$ cat src/rtl/gpu_pixel_burst_writer.sv
// Pixel burst writer: merges multi-lane pixel beats into a per-segment fill buffer
// and hands completed or flushed segments to a single output register.
module gpu_pixel_burst_writer #(
  parameter int LANES     = 2,
  parameter int BURST_PIX = 8
) (
  input  logic                   clk,
  input  logic                   i_rst,
  input  logic                   i_inValid,
  output logic                   o_inReady,
  input  logic [9:0]             i_scrX,
  input  logic [8:0]             i_scrY,
  input  logic [16*LANES-1:0]    i_pixel,
  input  logic [LANES-1:0]       i_pixValid,
  input  logic                   i_forceMask,
  input  logic                   i_flush,
  output logic                   o_burstReq,
  input  logic                   i_burstAck,
  output logic [9:0]             o_burstX,
  output logic [8:0]             o_burstY,
  output logic [16*BURST_PIX-1:0] o_burstData,
  output logic [BURST_PIX-1:0]   o_burstEn,
  output logic                   o_idle
);

  localparam int SB = $clog2(BURST_PIX);
  localparam int SW = 10 - SB;

  logic [SW-1:0]            fillSegReg;
  logic [8:0]               fillYReg;
  logic [16*BURST_PIX-1:0]  fillDataReg;
  logic [BURST_PIX-1:0]     fillEnReg;
  logic                     flushPendingReg;
  logic                     outValidReg;
  logic [SW-1:0]            outSegReg;
  logic [8:0]               outYReg;
  logic [16*BURST_PIX-1:0]  outDataReg;
  logic [BURST_PIX-1:0]     outEnReg;

  logic [SW-1:0]            beatSeg;
  logic [SB-1:0]            beatSlot;
  logic                     beatAny, fillBusy, miss, endSeg, outFree, accept;
  logic                     evictOld, evictMerged, evict, fillEmptyNext, flushPendingNext;
  logic [16*BURST_PIX-1:0]  mergedData;
  logic [BURST_PIX-1:0]     mergedEn;

  assign beatSeg  = i_scrX[9:SB];
  assign beatSlot = i_scrX[SB-1:0];
  assign beatAny  = |i_pixValid;
  assign fillBusy = |fillEnReg;
  assign miss     = beatAny && fillBusy && ((beatSeg != fillSegReg) || (i_scrY != fillYReg));
  assign endSeg   = beatAny && ((int'(beatSlot) + LANES) == BURST_PIX);
  assign outFree  = !outValidReg || i_burstAck;
  assign o_inReady = !i_rst && (outFree || !(miss || endSeg));
  assign accept   = i_inValid && o_inReady;

  // Fill contents as they would look after this cycle's beat, before any eviction.
  always_comb begin
    mergedData = (accept && miss) ? '0 : fillDataReg;
    mergedEn   = (accept && miss) ? '0 : fillEnReg;
    for (int k = 0; k < LANES; k++) begin
      if (accept && i_pixValid[k]) begin
        mergedData[16*(int'(beatSlot)+k) +: 16] =
          {i_pixel[16*k+15] | i_forceMask, i_pixel[16*k +: 15]};
        mergedEn[int'(beatSlot)+k] = 1'b1;
      end
    end
  end

  // A miss that also ends its segment evicts the old fill now and the new one via the flush path.
  assign evictOld      = accept && miss;
  assign evictMerged   = !evictOld && ((accept && endSeg) ||
                                       (flushPendingReg && (|mergedEn) && outFree));
  assign evict         = evictOld || evictMerged;
  assign fillEmptyNext = evictMerged || !(|mergedEn);
  assign flushPendingNext = (i_flush || (evictOld && endSeg) || (flushPendingReg && !evict))
                            && !fillEmptyNext;

  always_ff @(posedge clk) begin
    if (i_rst) begin
      fillSegReg      <= '0;
      fillYReg        <= '0;
      fillDataReg     <= '0;
      fillEnReg       <= '0;
      flushPendingReg <= 1'b0;
      outValidReg     <= 1'b0;
      outSegReg       <= '0;
      outYReg         <= '0;
      outDataReg      <= '0;
      outEnReg        <= '0;
    end else begin
      if (evictMerged) begin
        fillDataReg <= '0;
        fillEnReg   <= '0;
      end else if (accept && beatAny) begin
        fillDataReg <= mergedData;
        fillEnReg   <= mergedEn;
        fillSegReg  <= beatSeg;
        fillYReg    <= i_scrY;
      end

      if (evictOld) begin
        outValidReg <= 1'b1;
        outSegReg   <= fillSegReg;
        outYReg     <= fillYReg;
        outDataReg  <= fillDataReg;
        outEnReg    <= fillEnReg;
      end else if (evictMerged) begin
        outValidReg <= 1'b1;
        outSegReg   <= (accept && beatAny) ? beatSeg : fillSegReg;
        outYReg     <= (accept && beatAny) ? i_scrY : fillYReg;
        outDataReg  <= mergedData;
        outEnReg    <= mergedEn;
      end else if (i_burstAck) begin
        outValidReg <= 1'b0;
      end

      flushPendingReg <= flushPendingNext;
    end
  end

  // Reset blanks the outputs immediately, not just from the next edge.
  assign o_burstReq  = outValidReg && !i_rst;
  assign o_burstX    = i_rst ? '0 : {outSegReg, {SB{1'b0}}};
  assign o_burstY    = i_rst ? '0 : outYReg;
  assign o_burstData = i_rst ? '0 : outDataReg;
  assign o_burstEn   = i_rst ? '0 : outEnReg;
  assign o_idle      = !i_rst && !outValidReg && !fillBusy && !flushPendingReg;

endmodule

$ cat config.mk
export PLATFORM = sky130hd
export DESIGN_NAME = gpu_pixel_burst_writer
export DESIGN_NICKNAME = d
export VERILOG_FILES = /design/src/rtl/gpu_pixel_burst_writer.sv
export SDC_FILE = /design/constraint.sdc
export NUM_CORES = 1
export LEC_CHECK = 0
export CAP_MARGIN = 10
export CORE_MARGIN = 4
export CORE_UTILIZATION = 43
export CTS_CLUSTER_SIZE = 10
export DETAILED_ROUTE_END_ITERATION = 8
export PLACE_DENSITY = 0.65
export SYNTH_ARGS = -nofsm -noshare
export SYNTH_HDL_FRONTEND = slang
export SYNTH_SLANG_ARGS = --single-unit
$ cat constraint.sdc
create_clock -name clk -period 4.1 [get_ports clk]
set_input_delay 0.82 -clock clk [delete_from_list [all_inputs] [get_ports clk]]
set_output_delay 0.82 -clock clk [all_outputs]
set_load 0.05 [all_outputs]
-- Word-level counts from Yosys, hierarchy flattened
Cells that the tools add are included.
- flip-flop bits (word level): 306
- input port bits: 59
- logic and storage cells: 104
- add/sub/neg operators: 4
- $lt $le $gt $ge: 4
- eq/ne operators: 3
- shifts and indexed selects: 4
- multiplexer cells: 29
- bitwise gates (word level): 4
- reduce and logical (&&, ||, !) cells: 46
- operator list (kind ; count):
    $mux 128 ; 6
    $bwmux 128 ; 2
    $shift 16x33->128 const A ; 2
    $shiftx 16x33->128 ; 2
    $mux 8 ; 6
    $mux 9 ; 4
    $neg 32->33 ; 1
    $neg 7->33 ; 1
    $logic_and 1x1->1 ; 22
    $mux 7 ; 3
    $or 8x8->8 ; 2
    $reduce_or 8->1 ; 2
    $mux 10 ; 1
    $logic_not 1->1 ; 9
    $logic_or 1x1->1 ; 9
    $ne 9x9->1 ; 1
    $ne 7x7->1 ; 1
    $demux 1 s3 ; 2
    $mux 1 ; 5
    $add 3x1->4 const B ; 1
    $add 3x2->4 const B ; 1
    $eq 4x4->1 const B ; 1
    $ge 4x1->1 const B ; 1
    $lt 3x4->1 const B ; 1
    other kinds (6) ; 8

-- Longest topological paths before layout
Gate-level depths: netlist of the first run.
- word-level depth: 24
- mapped depth: 14
- depth with buffers taken out: 12

-- Worst setup path after synthesis of the first run
OpenSTA, ideal clock, no wires.
- path type: in2out
- from: in i_rst
- to: out o_idle
- arrival time: 3.154 ns
- required time: 3.280 ns
- slack: 0.126 ns
- stages: 5
- path buffers: 4
- cells stage by stage: clkbuf_1 -> clkbuf_1 -> clkbuf_1 -> clkbuf_1 -> nor4_1
- cells in the longest elaborated chain, start to end: 4
- RTL lines (item ; line ; RTL):
    start: declaration ; 8 ; input logic i_rst,
    $logic_not 1->1 ; 128 ; assign o_idle = !i_rst && !outValidReg && !fillBusy && !flushPendingReg;
    $logic_and 1x1->1 (3 in series) ; 128 ;
    end: declaration ; 23 ; output logic o_idle
No other way between the ends.

-- Worst setup path after layout of the first run
- from: in i_scrX[0]
- to: reg outDataReg[65]
- cells in the longest elaborated chain, start to end: 20
- elaborated cells on any way between the ends: 48
- those cells by class: add/sub (4); order compare (4); eq/ne (1); shift (4); mux (14); bitwise (2); reduce/logical (19)
- RTL lines (item ; line ; RTL):
    start: declaration ; 11 ; input logic [9:0] i_scrX,
    branches (longest 20 deep; another with $neg 32->33) ; - ;
    end signal: assignment ; 106 ; outDataReg <= fillDataReg;
    end signal: assignment ; 112 ; outDataReg <= mergedData;
    end: declaration ; 37 ; logic [16*BURST_PIX-1:0] outDataReg;
Several ways; the timed one is not identified. The select of a mux whose other input is x is not followed.
A chain may end at the register's enable or synchronous reset.

==> impl_metrics.toml, run 1 <==
[detailed_routing]
first_iter_violations = 1917
wl_per_cell_um = 22.37
vias_per_cell = 6.120
dr.pass1.iters = 5
remaining_drc_errors = 0
ant_nets = 0
finalWirelength_um = 62220
vias = 17020

[cts]
post_cts_buffers = 0
cts_inserted_buffers = 37
clock-sinks = 306
cts.htree.levels = 2
clkTransAtPathRegs_ns = 0.06
cts_root_buf = "clkbuf_16"
clockBufferDepth = 3
ctsHoldBuffers = 0
clk_latency_ns = 0.55
cts_tree = "yes"
ctsResizeCount = 1

[worst_hold_path]
holdPathEnd = "outDataReg[31]"
hold_depth = 2
min_path_type = "flip-flop to flip-flop"
hold_start = "fillDataReg[31]"

[timing]
slew_headroom_pct = 20.64
finalClockSkew_ns = 0.02091
fin_crit_ns = 3.854
rsz0062_at_grt = "no"
setup_ws_ns = 0.2463
finalSetupTns_ns = 0
tightest_slew_ns = 1.190
slew_violations = 0
hold_viol = 0
post-route-period-util_pct = 93.99
fmax_mhz = 259.5
finalSetupViolations = 0

[power_and_ir_drop]
irDropWorstVdd_mv = 0.2332
p_leak_nw = 7.989
power_density_nw_per_um2 = 339.3

[critical_path]
rr_worst_depth = 11
r2r-start = "fillEnReg[7]"
worst_r2r_endpoint = "outDataReg[65]"
start_kind = "primary input"
cp.arrival_ns = 4.25
crit_path_end_kind = "flip-flop"
worstSetupPathType = "primary input to flip-flop"
worstPathRequired_ns = 4.50
rrSetupSlack_ns = 0.60
crit_fanout = 21

[logic_synthesis]
synth_cell_types = 67
synth_area_um2 = 15900
synthMuxAreaShare_pct = 2.266
async_flop_share_pct = 0
syn_inst = 2042
yosys_warnings = 0
synth_top_family_by_area = "simple AND/OR/NAND/NOR gates"
yosys.area_share.adder_pct = 0.6296
synth_compound_area_share_pct = 23.34
ys_seq_elements = 306
synth_edf_count = 0
dominantRegCellSynth = "dfxtp_1"
ys_seq_area_share_pct = 38.53
synthSimpleGateAreaFrac_pct = 28.40
synth_xor_area_share_pct = 1.149
syn_area_per_cell_um2 = 7.786

[floorplanning]
rows = 70
dieArea_um2 = 40110
die_width_um = 200.3
dieHeight_um = 200.3
core_um2 = 36520
io-pin-count = 217
start_util_pct = 43.53

[cells_and_area]
layout_common_cells = "dfxtp_1, nand2_1, clkdlybuf4s50_1, nor2_1, nor2b_1"
final_layout_size_suffix_gt1_share_pct = 11.82
fill_cells = 3409
syn_to_final_growth_pct = 31.52
mostFrequentLayoutCell = "dfxtp_1"
nets = 2367
utilization_pct = 57.25

[outcome]
status = "finished clean"

[global_route]
grt_pass1_wl_um = 95460
grt_pass1_vias = 16240
grt_max_degree = 122
antenna_found_initial = 3
grt-ovfl-total = 0
grt_usage_pct = 29.35

[placement]
io_buffers = 213
hpwl_um = 43030
place_congestion = 0.9401
place_ws_ns = -0.5398

[run]
maxCapViolCount = 0
-- sequential cells by signal, summed over array words and instances, names as in the netlist --
name and cells:
flushPendingReg 1, fillEnReg 8, outValidReg 1, fillDataReg 128
fillSegReg 7, outEnReg 8, outSegReg 7, outDataReg 128
fillYReg 9, outYReg 9
-- cell usage after synthesis, types with 24 or more instances --
library cell / n / area, µm²
o311ai_0: 39 / 341.6
nand2_1: 268 / 1006
nand4_1: 24 / 150.1
nor4_1: 29 / 181.4
nand3_1: 148 / 740.7
nor2b_1: 170 / 1064
a221oi_1: 27 / 236.5
buf_2: 32 / 160.2
a21oi_1: 112 / 560.5
o21ai_0: 69 / 345.3
a22o_1: 66 / 578.1
and3_1: 39 / 244.0
nor2_1: 178 / 668.1
clkbuf_1: 142 / 533.0
o31ai_1: 67 / 503.0
mux2i_1: 36 / 360.4
nor3_1: 42 / 210.2
dfxtp_1: 306 / 6126
-- per-layer routing --
metal / GRT usage (%) / routed length [µm] / up-vias
li1: - / - / 7888
met1: 40.67 / 26280 / 8162
met2: 45.73 / 27920 / 818
met3: 5.682 / 5685 / 150
met4: 10.79 / 2315 / 2
met5: 0 / 13 / -
-- final cells by class --
class | count | area [µm²] | area share [%]
multi-input combinational | 1520 | 8977 | 42.93
sequential | 306 | 6126 | 29.30
timing repair buffer | 412 | 4075 | 19.49
clock buffer | 46 | 1011 | 4.835
tap | 468 | 585.6 | 2.800
inverter | 23 | 86.33 | 0.4129
clock inverter | 3 | 41.29 | 0.1975
antenna | 3 | 7.507 | 0.03590
-- cell families after synthesis --
group | after synthesis
compound gates | 520
mux | 36
flops | 306
simple gates | 933
fa+ha+maj | 8
buf+inv | 218
xor+xnor | 20
other cells | 1
-- where the power goes --
part	internal, W	switching, W
registers	0.00303	0.0000287
logic	0.000368	0.000698
clock network	0.00172	0.00125
total	0.00512	0.00198
-- critical path: stages --
cell	delay [ns]
clkdlybuf4s50_1	0.56
inv_1	0.13
ha_1	0.27
o2111a_1	0.17
a21oi_1	0.20
nand2_1	0.18
a211oi_2	0.50
a221oi_2	0.14
nand4_2	0.18
o41ai_4	0.11
buf_12	0.19
buf_12	0.15
buf_4	0.18
o311ai_0	0.44
-- worst max-delay path by stage --
stage	endpoint	depth (start not counted)	slack, ns	from
after floorplan	o_idle	5	0.13	i_rst
after global placement	outEnReg[2]	14	-0.57	i_scrX[0]
after detailed placement	outDataReg[65]	14	-0.54	i_scrX[0]
after CTS	outDataReg[65]	14	0.13	i_scrX[0]
after global routing	outYReg[1]	14	0.04	i_scrX[0]
final	outDataReg[65]	14	0.25	i_scrX[0]
-- per-stage QoR --
step	hold slack [ns]	cells	power [W]	area, µm²
floorplan	0.4252	2044	0.003637	15910
global placement	0.4369	2729	0.004152	19810
detailed placement	0.4456	2729	0.004159	19810
CTS	0.4440	2778	0.007121	20870
global route	0.4594	2778	0.007311	20900
finish	0.4435	2781	0.007094	20910
No activity file was read; power rests on OpenSTA's default activity.
==> run 2, diff against run 1 <==
GPL_TIMING_DRIVEN = 0   (was not set)
==> run 2 against run 1 <==
Net effect:
- sequential share of layout area increased by 1.2 points
- via count increased by 3.6%
- fmax decreased by 4.2%
- clock skew increased by 0.0087 ns
- register-to-register slack got worse by 0.10 ns
- clock-buffer cell count unchanged
- core utilization decreased by 2.2 points
- wire length increased by 19%
- global-route usage increased by 5.9 points
- critical path type unchanged
- largest cell class unchanged
- largest power group unchanged
==> impl_metrics.toml, run 2 (same netlist as run 1, synthesis figures left out) <==
[outcome]
status = "finished clean"

[worst_hold_path]
min_path_type = "flip-flop to flip-flop"

[power_and_ir_drop]
intPower_w = 0.004970
pwr-share-clk_pct = 42.1
irDropWorstVdd_mv = 0.3135
power_density_nw_per_um2 = 353.2
p_sw_share_pct = 29.99
power_frac_comb_pct = 14.8
switchingPower_w = 0.002129
p_leak_nw = 7.415
power.total_w = 0.007099
pwr-share-seq_pct = 43.1

[cells_and_area]
stdcell_count = 2786
final_layout_size_suffix_gt1_share_pct = 9.071
syn_to_final_growth_pct = 26.42
mostFrequentLayoutCell = "dfxtp_1"
utilization_pct = 55.03
nets = 2371
fill_cells = 3548
layout_common_cells = "dfxtp_1, nand2_1, clkdlybuf4s50_1, nor2_1, nor2b_1"
largest_registers = "fillDataReg x128, outDataReg x128"

[detailed_routing]
first_iter_violations = 1926
vias = 17630
wl_per_cell_um = 26.67
ant_nets = 0
remaining_drc_errors = 0
finalWirelength_um = 74300
dr.pass1.iters = 6
vias_per_cell = 6.327

[cts]
cts.htree.levels = 2
clk_latency_ns = 0.58
cts_root_buf = "clkbuf_16"
cts_inserted_buffers = 37
clkTransAtPathRegs_ns = 0.06
ctsHoldBuffers = 0
clockBufferDepth = 3
clock-sinks = 306
cts_tree = "yes"

[global_route]
grt_usage_pct = 35.24
grt-ovfl-total = 0
grt_max_degree = 11
grt_pass1_wl_um = 109200
grt_pass1_vias = 16840
antenna_found_initial = 4

[critical_path]
cp_common_cell = "buf_4"
worstSetupPathType = "primary input to flip-flop"
crit_fanout = 10
worstPathRequired_ns = 4.53
critPathMaxStageDelay_ns = 0.50
critical-path-top-delay-family = "buffers and inverters"
start_kind = "primary input"
cp_cell_sequence = "clkdlybuf4s50_1 -> xor2_1 -> nor4_2 -> nand4_1 -> buf_4 -> a211oi_4 -> a221oi_2 -> nand4_4 -> o41ai_4 -> buf_4 -> o21ai_1 -> buf_2 -> clkbuf_2 -> nor2_1"
crit_path_end_kind = "flip-flop"
critPathBufInv = 5
critPathSlowestCell = "clkdlybuf4s50_1"
cp.arrival_ns = 4.45

[placement]
dp_cells = 2722
hpwl_um = 54400
place_congestion = 1.013
io_buffers = 210

[timing]
hold_viol = 0
hold_slack_ns = 0.4573
fin_crit_ns = 4.022
post-route-period-util_pct = 98.10
finalSetupViolations = 0
finalClockSkew_ns = 0.02962
slew_headroom_pct = 19.60
rsz0062_at_grt = "yes"
finalSetupTns_ns = 0
fmax_mhz = 248.6
tightest_slew_ns = 1.195
slew_violations = 0

[floorplanning]
start_util_pct = 43.53
dieArea_um2 = 40110
rows = 70
io-pin-count = 217
die_width_um = 200.3
dieHeight_um = 200.3
core_um2 = 36520

[run]
maxCapViolCount = 0
## run 2: cell types whose count changed in the layout (fill, tap and decap cells not counted), moves of 5 or more
cell             previous run  this run
clkdlybuf4s50_1           211       206
clkbuf_1                    5       103
o31ai_1                    67        60
clkbuf_2                    0        46
buf_2                       0        24
buf_12                     36         0
o31ai_2                     0         7
buf_4                     164        25
clkbuf_4                    0        12
## run 2: repair_timing
item                                    CTS  global route
endpoints found under the hold margin     0             0
cloned                                    0             0
buffers inserted                          9             4
pin swaps                                 5             4
gates resized for setup                  65           101
endpoints found under the setup margin  406           320
## run 2: layer usage
metal  up-vias  wire, µm  GRT usage [%]
li1       7911         -              -
met4         2      3858          16.13
met1      8463     30720          46.50
met3       240      7966          10.77
met5         -        16              0
met2      1010     31750          53.17
## run 2: through the flow
stage	worst slack [ns]	cell area [µm²]
6_report	0.07791	20100
5_1_grt	-0.02547	20090
4_1_cts	0.001534	19860
3_5_place_dp	-2.141	18600
3_3_place_gp	-2.116	18590
2_1_floorplan	0.1263	15910
## run 2: worst paths after layout
check                   from              end  slack (ns)  cells past startpoint
max                i_scrX[5]  fillDataReg[99]        0.08                     14
min          fillDataReg[61]   outDataReg[61]        0.46                      2
max reg2reg    fillSegReg[5]  fillDataReg[99]        0.50                     13
min reg2reg  fillDataReg[61]   outDataReg[61]        0.46                      2
## run 2: worst reg2reg max path: stages, from the launching register on
cell and delay [ns]:
dfxtp_1 0.32, xor2_1 0.17, nor4_2 0.44, nand4_1 0.28, buf_4 0.25, a211oi_4 0.39
a221oi_2 0.17, nand4_4 0.21, o41ai_4 0.08, buf_4 0.20, o21ai_1 0.17, buf_2 0.32
clkbuf_2 0.37, nor2_1 0.11
## run 2: area by class of cell
type | instances | area [µm²] | area share (%)
inverter | 23 | 86.33 | 0.4295
timing repair buffer | 223 | 2200 | 10.94
buffer | 193 | 915.9 | 4.557
sequential | 306 | 6126 | 30.48
antenna | 3 | 7.507 | 0.03735
multi-input combinational | 1520 | 9153 | 45.54
tap | 468 | 585.6 | 2.913
clock inverter | 4 | 46.29 | 0.2303
clock buffer | 46 | 979.7 | 4.874
## run 2: power by group through the flow
stage	Sequential, W	Combinational (W)	Clock, W
2_1_floorplan	0.00311	0.000526	0
3_3_place_gp	0.00312	0.000963	0
3_5_place_dp	0.00312	0.000963	0
4_1_cts	0.00306	0.000992	0.00301
5_1_grt	0.00306	0.00109	0.00314
6_report	0.00306	0.00105	0.00299
==> run 3, diff against run 2 <==
HOLD_SLACK_MARGIN = 0.06   (was not set)
MAX_ROUTING_LAYER = met4   (was not set)
==> run 3 against run 2 <==
Net effect:
- global-route usage increased by 1.1 points
- fmax shrank 0.32%
- die area stayed put
- via count rose by 0.24%
- clock skew decreased by 0.011 ns
- register-to-register slack got worse by 0.09 ns
- clock power increased by 2%
- combinational power about the same
- non-clock buffer count up 2
- sequential power hardly changed
- core utilization rose by 0.18 points
==> impl_metrics.toml, run 3 (same netlist as run 1, synthesis figures left out) <==
[outcome]
status = "finished clean"

[cells_and_area]
utilization_pct = 55.21
fin_area_um2 = 20170
fill_cells = 3501
final_layout_size_suffix_gt1_share_pct = 8.711
largest_registers = "fillDataReg x128, outDataReg x128"
syn_to_final_growth_pct = 26.84
nets = 2374
layout_common_cells = "dfxtp_1, nand2_1, clkdlybuf4s50_1, nor2_1, nor2b_1"
mostFrequentLayoutCell = "dfxtp_1"

[timing]
finalSetupViolations = 0
finalClockSkew_ns = 0.01899
fmax_mhz = 247.8
hold_slack_ns = 0.4596
slew_violations = 0
fin_crit_ns = 4.035
hold_viol = 0
slew_headroom_pct = 12.49
finalSetupTns_ns = 0
post-route-period-util_pct = 98.41
tightest_slew_ns = 1.299

[global_route]
antenna_found_initial = 3
grt-busiest-layer = "met2"
use_met2_pct = 55.41
grt-ovfl-total = 0
use_met1_pct = 47.53
grt_usage_pct = 36.36
grt_max_degree = 20
grt_pass1_vias = 16830
grt_pass1_wl_um = 109000
grt_use_met3_pct = 7.042

[cts]
cts.htree.levels = 2
clockBufferDepth = 3
clk_latency_ns = 0.56
clkTransAtPathRegs_ns = 0.05
clock-sinks = 306
cts_inserted_buffers = 38
cts_tree = "yes"
cts_root_buf = "clkbuf_16"

[critical_path]
cp_common_cell = "clkbuf_2"
worstSetupPathType = "primary input to output port"
crit_fanout = 10
cp_cell_sequence = "clkbuf_1 -> clkbuf_2 -> clkbuf_2 -> clkbuf_2 -> nor4_1 -> clkdlybuf4s50_1"
worstPathRequired_ns = 3.28
critPathSlowestCell = "clkdlybuf4s50_1"
cp.arrival_ns = 3.22
critPathMaxStageDelay_ns = 0.88
crit_path_end_kind = "output port"
critical-path-top-delay-family = "buffers and inverters"
critPathBufInv = 5
start_kind = "primary input"

[power_and_ir_drop]
pwr-share-seq_pct = 42.6
irDropWorstVdd_mv = 0.3656
pwr-share-clk_pct = 42.6
intPower_w = 0.005070
power_frac_comb_pct = 14.8
power.total_w = 0.007186
power_density_nw_per_um2 = 356.4
p_leak_nw = 7.418
p_sw_share_pct = 29.45
switchingPower_w = 0.002116

[detailed_routing]
vias_per_cell = 6.337
vias = 17670
remaining_drc_errors = 0
wl_per_cell_um = 26.91
ant_nets = 0
dr.pass1.iters = 7
first_iter_violations = 1895
finalWirelength_um = 75020

[floorplanning]
dieHeight_um = 200.3
start_util_pct = 43.53
core_um2 = 36520
dieArea_um2 = 40110
rows = 70
die_width_um = 200.3
io-pin-count = 217

[placement]
post_dp_cell_area_um2 = 18600
io_buffers = 210
hpwl_um = 55140
place_congestion = 1.002

[worst_hold_path]
min_path_type = "flip-flop to flip-flop"

[run]
maxCapViolCount = 0
-- run 3: cell count changes in the layout (fill, tap and decap cells not counted), moves of 4 or more --
cell,before,now
o31ai_2,7,3
o31ai_1,60,64
clkbuf_1,103,108
clkbuf_2,46,41
buf_2,24,28
clkbuf_4,12,4
-- run 3: worst paths after layout --
path | end | cells after the start | slack, ns | startpoint
max reg2reg | outDataReg[38] | 12 | 0.41 | fillEnReg[0]
max | o_idle | 6 | 0.06 | i_rst
min | outDataReg[53] | 2 | 0.46 | fillDataReg[53]
min reg2reg | outDataReg[53] | 2 | 0.46 | fillDataReg[53]
-- run 3: cell type report --
class | count | area [µm²] | area share, %
antenna | 1 | 2.502 | 0.01241
buffer | 192 | 887.1 | 4.399
clock buffer | 49 | 1044 | 5.175
clock inverter | 3 | 25.02 | 0.1241
inverter | 23 | 86.33 | 0.4281
multi-input combinational | 1520 | 9169 | 45.47
sequential | 306 | 6126 | 30.38
tap | 468 | 585.6 | 2.904
timing repair buffer | 226 | 2241 | 11.11
-- run 3: power by group through the flow --
stage	clock network (W)	registers [W]	logic, W
3_3_place_gp	0	0.00312	0.000966
2_1_floorplan	0	0.00311	0.000526
6_report	0.00306	0.00306	0.00106
5_1_grt	0.00321	0.00306	0.00110
4_1_cts	0.00309	0.00306	0.00101
3_5_place_dp	0	0.00312	0.000969
-- run 3: metal layers --
layer	wire length (µm)	share of wire [%]	vias to the layer above
met1	31380	42	8503
met4	3680	4.9	0
li1	-	-	7904
met3	7180	9.6	238
met5	0	0	-
met2	32770	44	1023
-- run 3: metrics by stage --
| step | cells | setup WS [ns] |
|---|---|---|
| floorplan | 2044 | 0.1263 |
| global placement | 2722 | -1.911 |
| detailed placement | 2722 | -1.888 |
| CTS | 2782 | 0.001087 |
| global route | 2787 | -0.009616 |
| finish | 2788 | 0.06500 |
-- run 3: worst reg2reg max path: cells and delay by family (launching register included) --
kind | cells | cell delay, ns
buf+inv | 4 | 0.94
flops | 1 | 0.47
simple gates | 4 | 0.84
compound gates | 4 | 1.32
-- run 3: timing repair --
item,CTS,global route
setup buffers,10,6
gates resized for setup,79,59
setup endpoints to repair,406,308
pin swaps,6,5
hold buffers,0,0
